$ cat config.mk
export PLATFORM = sky130hd
export DESIGN_NAME = req_queue
export DESIGN_NICKNAME = d
export VERILOG_FILES = /design/src/rtl/ddr_ctrl_pkg.sv /design/src/rtl/req_q_mem.sv /design/src/rtl/req_queue.sv
export SDC_FILE = /design/constraint.sdc
export NUM_CORES = 1
export LEC_CHECK = 0
export ABC_AREA = 1
export CAP_MARGIN = 40
export CORE_MARGIN = 2
export CORE_UTILIZATION = 60
export DETAILED_ROUTE_END_ITERATION = 8
export PLACE_DENSITY = 0.85
export SYNTH_ARGS = -nofsm -noshare
export SYNTH_HDL_FRONTEND = slang
export SYNTH_SLANG_ARGS = --single-unit
$ cat constraint.sdc
create_clock -name clk -period 6.9 [get_ports clk]
set_input_delay 1.38 -clock clk [delete_from_list [all_inputs] [get_ports clk]]
set_output_delay 1.38 -clock clk [all_outputs]
set_load 0.02 [all_outputs]
$ cat src/rtl/ddr_ctrl_pkg.sv
// Shared DDR controller definitions: address field widths, op encoding and
// the packed request entry layout {we, bank, row, col}.
package ddr_ctrl_pkg;

   localparam int BANK_W_DEF = 5;
   localparam int ROW_W_DEF  = 16;
   localparam int COL_W_DEF  = 10;
   localparam int ADDR_W_DEF = BANK_W_DEF + ROW_W_DEF + COL_W_DEF;

   // Op encoding carried in the entry's we bit.
   localparam logic OP_RD = 1'b0;
   localparam logic OP_WR = 1'b1;

   typedef struct packed {
      logic                  we;
      logic [BANK_W_DEF-1:0] bank;
      logic [ROW_W_DEF-1:0]  row;
      logic [COL_W_DEF-1:0]  col;
   } req_entry_t;

   // Build an entry from its fields (default widths).
   function automatic req_entry_t make_entry(input logic                  we,
                                             input logic [BANK_W_DEF-1:0] bank,
                                             input logic [ROW_W_DEF-1:0]  row,
                                             input logic [COL_W_DEF-1:0]  col);
      req_entry_t e;
      e.we   = we;
      e.bank = bank;
      e.row  = row;
      e.col  = col;
      return e;
   endfunction

endpackage

$ cat src/rtl/req_q_mem.sv
// Request queue storage: DEPTH x W register array, one write port and two
// combinational read ports (head and head+1). Contents are not reset.
module req_q_mem
   import ddr_ctrl_pkg::*;
#(
   parameter int DEPTH = 8,
   parameter int W     = 1 + ADDR_W_DEF
) (
   input  logic                     clk,
   input  logic                     wr_en,
   input  logic [$clog2(DEPTH)-1:0] wr_ptr,
   input  logic [W-1:0]             wr_data,
   input  logic [$clog2(DEPTH)-1:0] rd_ptr0,
   output logic [W-1:0]             rd_data0,
   input  logic [$clog2(DEPTH)-1:0] rd_ptr1,
   output logic [W-1:0]             rd_data1
);

   logic [W-1:0] mem [DEPTH];

   // Write the tail entry; an entry is never rewritten until popped and reused.
   always_ff @(posedge clk) begin
      if (wr_en) begin
         mem[wr_ptr] <= wr_data;
      end
   end

   assign rd_data0 = mem[rd_ptr0];
   assign rd_data1 = mem[rd_ptr1];

endmodule

$ cat src/rtl/req_queue.sv
// DDR request queue: in-order FIFO of {we, addr} host requests with a
// page-hit lookahead (ppl) comparing the head and the entry behind it.
// Build option: define REQ_QUEUE_PPL_EN to enable the ppl compare; when
// undefined ppl is tied to 0 and every access is treated as closed-page.
//
// Handshake: a push happens on a cycle where req_valid && req_ready
// (req_ready = !full, and 0 during reset); a pop happens on a cycle where
// ctrl_ready && (rd_valid || wr_valid). ctrl_ready on an empty queue is
// ignored. A full queue accepts nothing, even when popping that cycle.
module req_queue
   import ddr_ctrl_pkg::*;
#(
   parameter int DEPTH  = 8,
   parameter int BANK_W = BANK_W_DEF,
   parameter int ROW_W  = ROW_W_DEF,
   parameter int COL_W  = COL_W_DEF,
   localparam int ADDR_W = BANK_W + ROW_W + COL_W
) (
   input  logic                   clk,
   input  logic                   rst,
   input  logic                   req_valid,
   input  logic                   req_we,
   input  logic [ADDR_W-1:0]      req_addr,
   output logic                   req_ready,
   output logic                   rd_valid,
   output logic                   wr_valid,
   output logic                   ppl,
   output logic [ADDR_W-1:0]      head_addr,
   input  logic                   ctrl_ready,
   output logic [$clog2(DEPTH):0] count
);

   localparam int ENT_W = 1 + ADDR_W;
   localparam int PTR_W = $clog2(DEPTH);
   localparam int CNT_W = PTR_W + 1;
   localparam logic [CNT_W-1:0] FULL_CNT = CNT_W'(DEPTH);

   logic [PTR_W-1:0] head_ptr;
   logic [PTR_W-1:0] tail_ptr;
   logic [PTR_W-1:0] next_ptr;
   logic [ENT_W-1:0] head_entry;
   logic [ENT_W-1:0] next_entry;
   logic             empty;
   logic             full;
   logic             push;
   logic             pop;
   logic             head_we;

   assign next_ptr  = head_ptr + 1'b1;
   assign empty     = (count == '0);
   assign full      = (count == FULL_CNT);
   assign req_ready = rst & ~full;
   assign push      = req_valid & req_ready;
   assign pop       = ctrl_ready & ~empty;

   req_q_mem #(
      .DEPTH (DEPTH),
      .W     (ENT_W)
   ) u_mem (
      .clk      (clk),
      .wr_en    (push),
      .wr_ptr   (tail_ptr),
      .wr_data  ({req_we, req_addr}),
      .rd_ptr0  (head_ptr),
      .rd_data0 (head_entry),
      .rd_ptr1  (next_ptr),
      .rd_data1 (next_entry)
   );

   // Pointer and occupancy tracking; pointers wrap naturally (DEPTH is 2^n).
   always_ff @(posedge clk) begin
      if (!rst) begin
         head_ptr <= '0;
         tail_ptr <= '0;
         count    <= '0;
      end else begin
         if (push) tail_ptr <= tail_ptr + 1'b1;
         if (pop)  head_ptr <= head_ptr + 1'b1;
         case ({push, pop})
            2'b10:   count <= count + 1'b1;
            2'b01:   count <= count - 1'b1;
            default: count <= count;
         endcase
      end
   end

   assign head_we = head_entry[ENT_W-1];

   // Head decode; storage is only looked at while the queue is non-empty.
   always_comb begin
      rd_valid  = ~empty & (head_we == OP_RD);
      wr_valid  = ~empty & (head_we == OP_WR);
      head_addr = empty ? '0 : head_entry[ADDR_W-1:0];
   end

`ifdef REQ_QUEUE_PPL_EN
   // Page-hit lookahead: same op, bank and row in head and head+1; column ignored.
   logic unused_next_col;
   assign unused_next_col = ^next_entry[COL_W-1:0];

   always_comb begin
      ppl = (count >= CNT_W'(2)) &&
            (head_entry[ENT_W-1:COL_W] == next_entry[ENT_W-1:COL_W]);
   end
`else
   // Closed-page build: no lookahead, head+1 read port left unused.
   logic unused_next_entry;
   assign unused_next_entry = ^next_entry;

   always_comb begin
      ppl = 1'b0;
   end
`endif

endmodule

; ---- Yosys cells after proc, flatten, opt, wreduce, memory -nomap -nowiden
; Memory sizes are Yosys's and may differ from the RTL's. A register that Yosys moved wholly into a read port is not among the register bits.
; Index checks and enable logic that the tools add are counted.
[totals]
ff_bits = 10
mem_bits_rw = 256
inputBits = 36
n_memories = 1
output_inout_bits = 39
word_cells = 27
[op_classes]
n_eq_ne = 3
muxes = 6
n_reduce_logical = 2
add_sub_neg = 4
bitwise = 8
[memory_table]
columns = memory, depth, width, rd, rd_ports_with_merged_regs, write_ports, line
row1 = u_mem.mem, 8, 32, 1, 1, 1, req_q_mem.sv:19  ; logic [W-1:0] mem [DEPTH];
[op_table]
columns = operator, count
row1 = 31-bit 2-to-1 mux, 1
row2 = 4-bit case mux with 2 select lines, 1
row3 = "3-bit by 1-bit adder with 3-bit output, second input constant", 2
row4 = 3-bit 2-to-1 mux, 2
row5 = 1-bit AND, 5
row6 = "4-bit by 1-bit adder with 4-bit output, second input constant", 1
row7 = "4-bit == test, second input constant", 1
row8 = 4-bit logical NOT, 1
row9 = "4-bit by 1-bit subtractor with 4-bit output, second input constant", 1
row10 = 1-bit NOT, 3
row11 = "2-bit by 1-bit == test with 1-bit output, second input constant", 1
row12 = "2-bit == test, second input constant", 1
row13 = 1-bit 2-to-1 mux, 2
row14 = 2-bit nonzero test, 1

; ---- Longest topological paths before layout
; Gate-level depths: netlist of run 1.
[depth]
word_depth = 6
mapped_depth = 14
ltp_nobuf = 14

; ---- Cells and area by module
; A second synthesis of run 1 with hierarchy kept.
[unflattened]
hier_cells = 1873
hier_area_um2 = 14659.1
[modules_own_cells]
columns = mod, seq_area_each_um2, instances, cells_per_inst, area_each_um2
row1 = req_q_mem, 7687.4, 1, 1719, 13753.2
row2 = req_queue, 200.2, 1, 154, 905.9

; ---- Worst setup path after synthesis of run 1
; Ideal clock, no wire load.
[synth_timing]
kind = input to register
startpoint = in req_valid
endpoint = mem u_mem.mem[4][0] (netlist name), enable pin
setup_slack_ns = 2.534
cell_stages = 3
required_ns = 6.439
setup_ns = 0.461
n_path_buf = 1
arrival_time_ns = 3.905
cell_sequence = nand3_1 > buf_2 > nor3_1
[synth_via]
elab_chain_len = 3
[synth_lines]
columns = item, line
row1 = from (decl), req_queue.sv:21  ; input logic req_valid,
row2 = 1-bit AND, req_queue.sv:53  ; assign push = req_valid & req_ready;
row3 = 1-bit 2-to-1 mux, req_q_mem.sv:23  ; if (wr_en) begin
row4 = 1-bit 2-to-1 mux (not written as such), req_q_mem.sv:24  ; mem[wr_ptr] <= wr_data;
row5 = to (decl), req_q_mem.sv:19
; No other way between the ends.

==> reports/results.tsv, run 1 <==
stage	metric	value	unit
timing	minimum clock period	4700	ps
worst_setup_path	Buf+Inv Stages, Crit Path	2	
yosys	Distinct cells, synth	24	
clock_network	cts hold-fix bufs	0	
floorplanning	I/O pin count	75	
yosys	Post-synth EDFFs	256	
grt	GRT Util Overall	0.240	
worst_setup_path	CP max stage delay	750	ps
yosys	top_reg_cell synth	edfxtp_1	
clock_network	Resized Gates After CTS	0	
place	port bufs	73	
worst_setup_path	CP delay by family, top	buffers and inverters	
pwr	Tot Pwr	4.69	mW
routing	Total Routed Length	22600	µm
worst_setup_path	CP most frequent cell	nor2_1	
routing	drt pass-1 iters	5	
worst_setup_path	Data arrival, critical path	3320	ps
yosys	Mean Syn Cell Area	12.5	µm²
timing	worst hold slack	469	ps
floorplanning	DIE WIDTH	138	µm
routing	vias per cell	5.91	
clock_network	CTS tree	yes	
timing	fmax	0.213	GHz
routing	DR vias	6883	
place	post-detail-place hpwl	11900	µm
yosys	Post-Synthesis Cells	858	
pwr	Switch Pwr	1.56	mW
timing	Slew Limit Headroom	0.444	
floorplanning	Rows	48	
pwr	Sequential Power Share	0.407	
worst_setup_path	critical path capture point type	output port	
cells_and_area	Ant. Diodes	0	
cells_and_area	Area growth syn-to-layout	15.6	%
pwr	sw frac	0.331	
yosys	Synth Warn #	0	
clock_network	setup bufs post-CTS	0	
yosys	Synth async-reset ratio	0	
yosys	biggest area consumer among synthesized cells	edfxtp_1	
yosys	compound-cell area share of the yosys netlist	0.108	
floorplanning	full die area	19000	µm²
yosys	#FFs+latches synth	269	
grt	largest net degree at the start of global routing	85	
yosys	Adder-Cell Fraction of Synth Area	0.00582	
timing	worst-margin pin slew	833	ps
place	GPL Wtd Cong	0.780	
routing	DRC	0	
timing	Final period util	0.682	
yosys	Synth top area share	0.715	
yosys	Seq/Total Area, Yosys	0.740	
yosys	combinational family with the most area after synthesis	compound AO/OA/AOI/OAI gates	
pwr	static leakage	4.22	nW
yosys	Synthesized Nets	899	
yosys	Synth Area in Simple Gates	0.106	
clock_network	clk root buf	clkbuf_16	
clock_network	Reg clk slew, reported paths	60	ps
worst_setup_path	crit path cell chain	buf_4, o21ai_0, o22ai_1, nor2_1, nor2_1, clkdlybuf4s50_1	
cells_and_area	fill cell count	1089	
yosys	xor-xnor portion of the synthesized cell area	0.00326	
grt	first-pass GRT wire length	34200	µm
grt	number of global-route vias before repair	6708	
yosys	synth top area cells	edfxtp_1 (72%), nor2_1 (8.1%), o21ai_0 (5.7%), dfxtp_1 (2.4%), o211ai_1 (2.2%)	
worst_setup_path	critical-path cell with the highest stage delay	dfxtp_4	
cells_and_area	fraction of layout cells with a size suffix above 1	0.0670	
floorplanning	die height	138	µm
min_path	hold crit path type	reg2reg	
timing	Setup TNS Final	0	ps
yosys	most common cell in the netlist	edfxtp_1	
worst_setup_path	critical path class	reg2out	
floorplanning	total core area	17400	µm²
pwr	Comb power frac	0.328	
grt	global route overflow	0	
pwr	pwr dens	378	nW/µm²
run_status	status	complete, no violations	
floorplanning	Initial Util	0.617	
yosys	mux share of post-synthesis cell area	0	
clock_network	H-Tree Depth	1	
timing	endpoints failing setup	0	
clock_network	Num Clock Sinks	269	
routing	First DRT Iteration DRCs	626	
worst_setup_path	WP data required	5520	ps
yosys	synthesized cell area	10700	µm²
routing	Final ANT Viol Nets	0	
pwr	worst vdd ir	0.240	mV
timing	Hold Vio Cnt, Final	0	
routing	WL/cell	19.4	µm
cells_and_area	NumNets Final	964	
job	MaxCap Viol Count	0	
grt	initial antenna violation count	0	
timing	final slew viol count	0	
clock_network	clock latency on the worst-skew pair	510	ps
timing	skew final	13.2	ps
pwr	clock power share	0.265	
timing	unrepaired setup endpoints after global routing	false	
clock_network	CTS buffer count	25	
worst_setup_path	crit start category	flip-flop	
pwr	Pint	3.14	mW
clock_network	Max clock buf depth	3	
worst_setup_path	Worst Path Max Fanout	65	
yosys	top cells by count, synth	edfxtp_1 (256), nor2_1 (233), o21ai_0 (122), nand2_1 (50)	
[layer usage]
metal	vias to the layer above	global-route usage	share of wire
met5	-	0	0
met4	0	0.0816	0.018
met3	28	0.0287	0.074
met2	311	0.420	0.51
met1	3330	0.314	0.40
li1	3214	-	-
[power by group through the flow]
| stage | clock network, mW | logic (mW) | registers, mW |
|---|---|---|---|
| 2_1_floorplan | 0 | 0.983 | 1.92 |
| 3_3_place_gp | 0 | 1.42 | 1.94 |
| 3_5_place_dp | 0 | 1.52 | 1.95 |
| 4_1_cts | 1.25 | 1.54 | 1.91 |
| 5_1_grt | 1.32 | 1.68 | 1.92 |
| 6_report | 1.24 | 1.54 | 1.91 |
[area by class of cell]
type | instances | area [µm²] | area share
sequential | 269 | 7950 | 0.640
multi-input combinational | 518 | 2450 | 0.197
timing repair buffer | 91 | 926 | 0.0745
clock buffer | 37 | 711 | 0.0572
tap | 225 | 282 | 0.0227
inverter | 18 | 68.8 | 0.00554
clock inverter | 7 | 28.8 | 0.00232
[state kept, by name, indices dropped and copies added, names as in the netlist, named ones only]
name and count:
u_mem.mem 256, count 4, head_ptr 3, tail_ptr 3
[worst register-to-register path: stages, from the launching register on]
cell     delay (ps)
dfxtp_1         350
nor2_1          240
nand3_2         420
buf_16          330
nand2_1         110
inv_2            80
ha_1            230
nand2_1          90
inv_1            40
nor2_1          120
ha_1            160
a21oi_1          50
xnor2_1         130
o21ai_0         150
inv_1            50
[cell families (layout without fill, tap and decap cells)]
logic type,after synthesis,after routing
adders and majority gates,5,5
DFF,269,269
and+or+nand+nor,299,299
other,1,1
xor gates and xnor gates,4,4
buffers and inverters,71,153
AOI/OAI and AO/OA,209,209
[cells in the final DEF, fill, tap and decap left out]
cell type        count
a21oi_1             10
ha_1                 5
o22ai_1             31
dfxtp_4              1
clkbuf_8             4
nand3_1              7
o21ai_0            122
clkbuf_16           25
xor2_1               2
clkbuf_1             8
inv_1               16
nand2_1             50
clkinv_2             3
dfxtp_1             10
dfxtp_2              2
conb_1               1
clkdlybuf4s50_1     73
buf_4               15
nor2_1             233
inv_2                1
a31oi_1              1
xnor2_1              2
nand3_2              1
buf_16               3
nor3_2               8
edfxtp_1           256
clkinv_1             5
o21ai_1             14
o211ai_1            31
[through the flow]
stage / std cells / utilization / worst slack, ps / area (µm²)
final: 1165 / 0.713 / 2200 / 12400
after CTS: 1165 / 0.713 / 2160 / 12400
after detailed placement: 1121 / 0.671 / 2550 / 11700
after global placement: 1117 / 0.666 / 2570 / 11600
after floorplan: 858 / - / 2530 / 10700
after global routing: 1165 / 0.713 / 1970 / 12400
[final timing paths]
| check | start | endpoint | cells after the start | slack, ps |
|---|---|---|---|---|
| setup / recovery | flip-flop | head_addr[29] | 6 | 2200 |
| hold / removal | head_ptr[2] | flip-flop | 2 | 470 |
| setup reg to reg | count[0] | count[2] | 14 | 4230 |
| hold reg to reg | head_ptr[2] | flip-flop | 2 | 470 |
Note: power is estimated with default switching activity, not from simulation.
==> run 2: changes to the inputs <==
CORE_UTILIZATION = 58   (was 60)
PLACE_DENSITY = 0.83   (was 0.85)
clock period = 4.7 ns   (was 6.9 ns; I/O delays follow)
==> reports/results.tsv, run 2 (synthesis results as in run 1) <==
stage	metric	value	unit
routing	First DRT Iteration DRCs	740	
routing	Final ANT Viol Nets	0	
routing	WL/cell	19.5	µm
timing	minimum clock period	3800	ps
worst_setup_path	r2r startpoint	count[0]	
clock_network	CTS buffer count	26	
floorplanning	die height	140	µm
grt	largest net degree at the start of global routing	129	
timing	Hold Vio Cnt, Final	0	
floorplanning	I/O pin count	75	
place	GPL Wtd Cong	0.799	
worst_setup_path	Data arrival, critical path	2860	ps
job	MaxCap Viol Count	0	
worst_setup_path	Critical path destination	head_addr[6]	
place	placed instance area	11700	µm²
worst_setup_path	RR Endpoint	u_mem.mem[1][10]	
timing	worst-margin pin slew	772	ps
cells_and_area	Area growth syn-to-layout	16.2	%
cells_and_area	Reg with most FFs	u_mem.mem	
timing	Final period util	0.808	
place	placed cells	1125	
timing	skew final	10.5	ps
clock_network	Resized Gates After CTS	0	
place	dpl ws	1040	ps
routing	vias per cell	5.94	
worst_setup_path	flop-to-flop setup slack	2090	ps
worst_setup_path	R2R depth	5	
timing	Slew Limit Headroom	0.482	
cells_and_area	final std cells w/o fill	1170	
floorplanning	Rows	49	
timing	fmax	0.263	GHz
cells_and_area	Largest register FFs	256	
worst_setup_path	critical path class	reg2out	
timing	final slew viol count	0	
clock_network	Num Clock Sinks	269	
cells_and_area	commonest non-fill, non-tap cell in the layout	edfxtp_1	
pwr	pwr dens	557	nW/µm²
cells_and_area	post-layout instance area	12500	µm²
clock_network	Reg clk slew, reported paths	60	ps
pwr	static leakage	4.24	nW
worst_setup_path	Worst Path Max Fanout	51	
worst_setup_path	crit start category	flip-flop	
cells_and_area	largest registers	u_mem.mem (256), count (4)	
routing	drt pass-1 iters	7	
routing	DR vias	6952	
grt	number of global-route vias before repair	6833	
routing	DRC	0	
cells_and_area	most frequent cells in the layout	edfxtp_1 (256), nor2_1 (233), o21ai_0 (122)	
place	port bufs	73	
clock_network	H-Tree Depth	1	
timing	Final WS setup	904	ps
grt	global route overflow	0	
clock_network	clk root buf	clkbuf_16	
clock_network	setup bufs post-CTS	0	
clock_network	Max clock buf depth	3	
timing	unrepaired setup endpoints after global routing	false	
floorplanning	total core area	18100	µm²
pwr	Tot Pwr	6.96	mW
floorplanning	full die area	19600	µm²
routing	Total Routed Length	22800	µm
min_path	hold crit path type	reg2reg	
run_status	status	complete, no violations	
floorplanning	Initial Util	0.594	
cells_and_area	Ant. Diodes	0	
timing	endpoints failing setup	0	
worst_setup_path	WP data required	3760	ps
cells_and_area	NumNets Final	966	
floorplanning	DIE WIDTH	140	µm
clock_network	clock latency on the worst-skew pair	520	ps
clock_network	CTS tree	yes	
grt	first-pass GRT wire length	35500	µm
timing	Setup TNS Final	0	ps
clock_network	cts hold-fix bufs	0	
worst_setup_path	critical path capture point type	output port	
pwr	worst vdd ir	0.371	mV
cells_and_area	fraction of layout cells with a size suffix above 1	0.0691	
grt	initial antenna violation count	0	
place	post-detail-place hpwl	12100	µm
grt	GRT Util Overall	0.232	
[run 2: changes by cell type in the layout (fill, tap and decap cells not counted), moves of 2 or more]
cell,before,now
buf_16,3,0
buf_12,0,6
clkbuf_1,8,10
buf_4,15,13
clkbuf_8,4,1
clkbuf_16,25,27
clkinv_2,3,5
clkinv_1,5,1
[run 2: cell type report]
| type | instances | area, µm² |
|---|---|---|
| fill | 1181 | 5600 |
| timing repair buffer | 92 | 948 |
| sequential | 269 | 7950 |
| multi-input combinational | 518 | 2450 |
| clock inverter | 6 | 53.8 |
| inverter | 18 | 68.8 |
| tap | 229 | 287 |
| clock buffer | 38 | 727 |
[run 2: routing by layer]
metal  share of wire  GRT usage
met1            0.40      0.312
met2            0.51      0.398
met3           0.071     0.0325
met4           0.022     0.0739
met5               0          0
[run 2: how the worst min path moves through the flow]
stage / end / from / depth (start not counted)
2_1_floorplan: flip-flop / head_ptr[2] / 2
6_report: head_ptr[2] / head_ptr[2] / 2
5_1_grt: flip-flop / head_ptr[2] / 2
3_3_place_gp: flip-flop / head_ptr[2] / 2
4_1_cts: flip-flop / head_ptr[2] / 2
3_5_place_dp: flip-flop / head_ptr[2] / 2
[run 2: worst max-delay path, cell delays in order, from the launching register on]
cell	delay (ps)
dfxtp_2	320
buf_4	430
buf_12	280
o21ai_0	140
o22ai_1	190
nor2_1	60
nor2_1	220
clkdlybuf4s50_1	650
[run 2: report_power, final]
part	total [mW]	internal, mW	switching (mW)
clock	1.94	1.12	0.820
sequential	2.76	2.71	0.0491
combinational	2.26	0.835	1.42
total	6.96	4.67	2.29
[run 2: through the flow]
step           hold slack (ps)   util
2_1_floorplan              433      -
6_report                   467  0.690
3_5_place_dp               449  0.647
4_1_cts                    464  0.690
3_3_place_gp               448  0.646
5_1_grt                    492  0.690
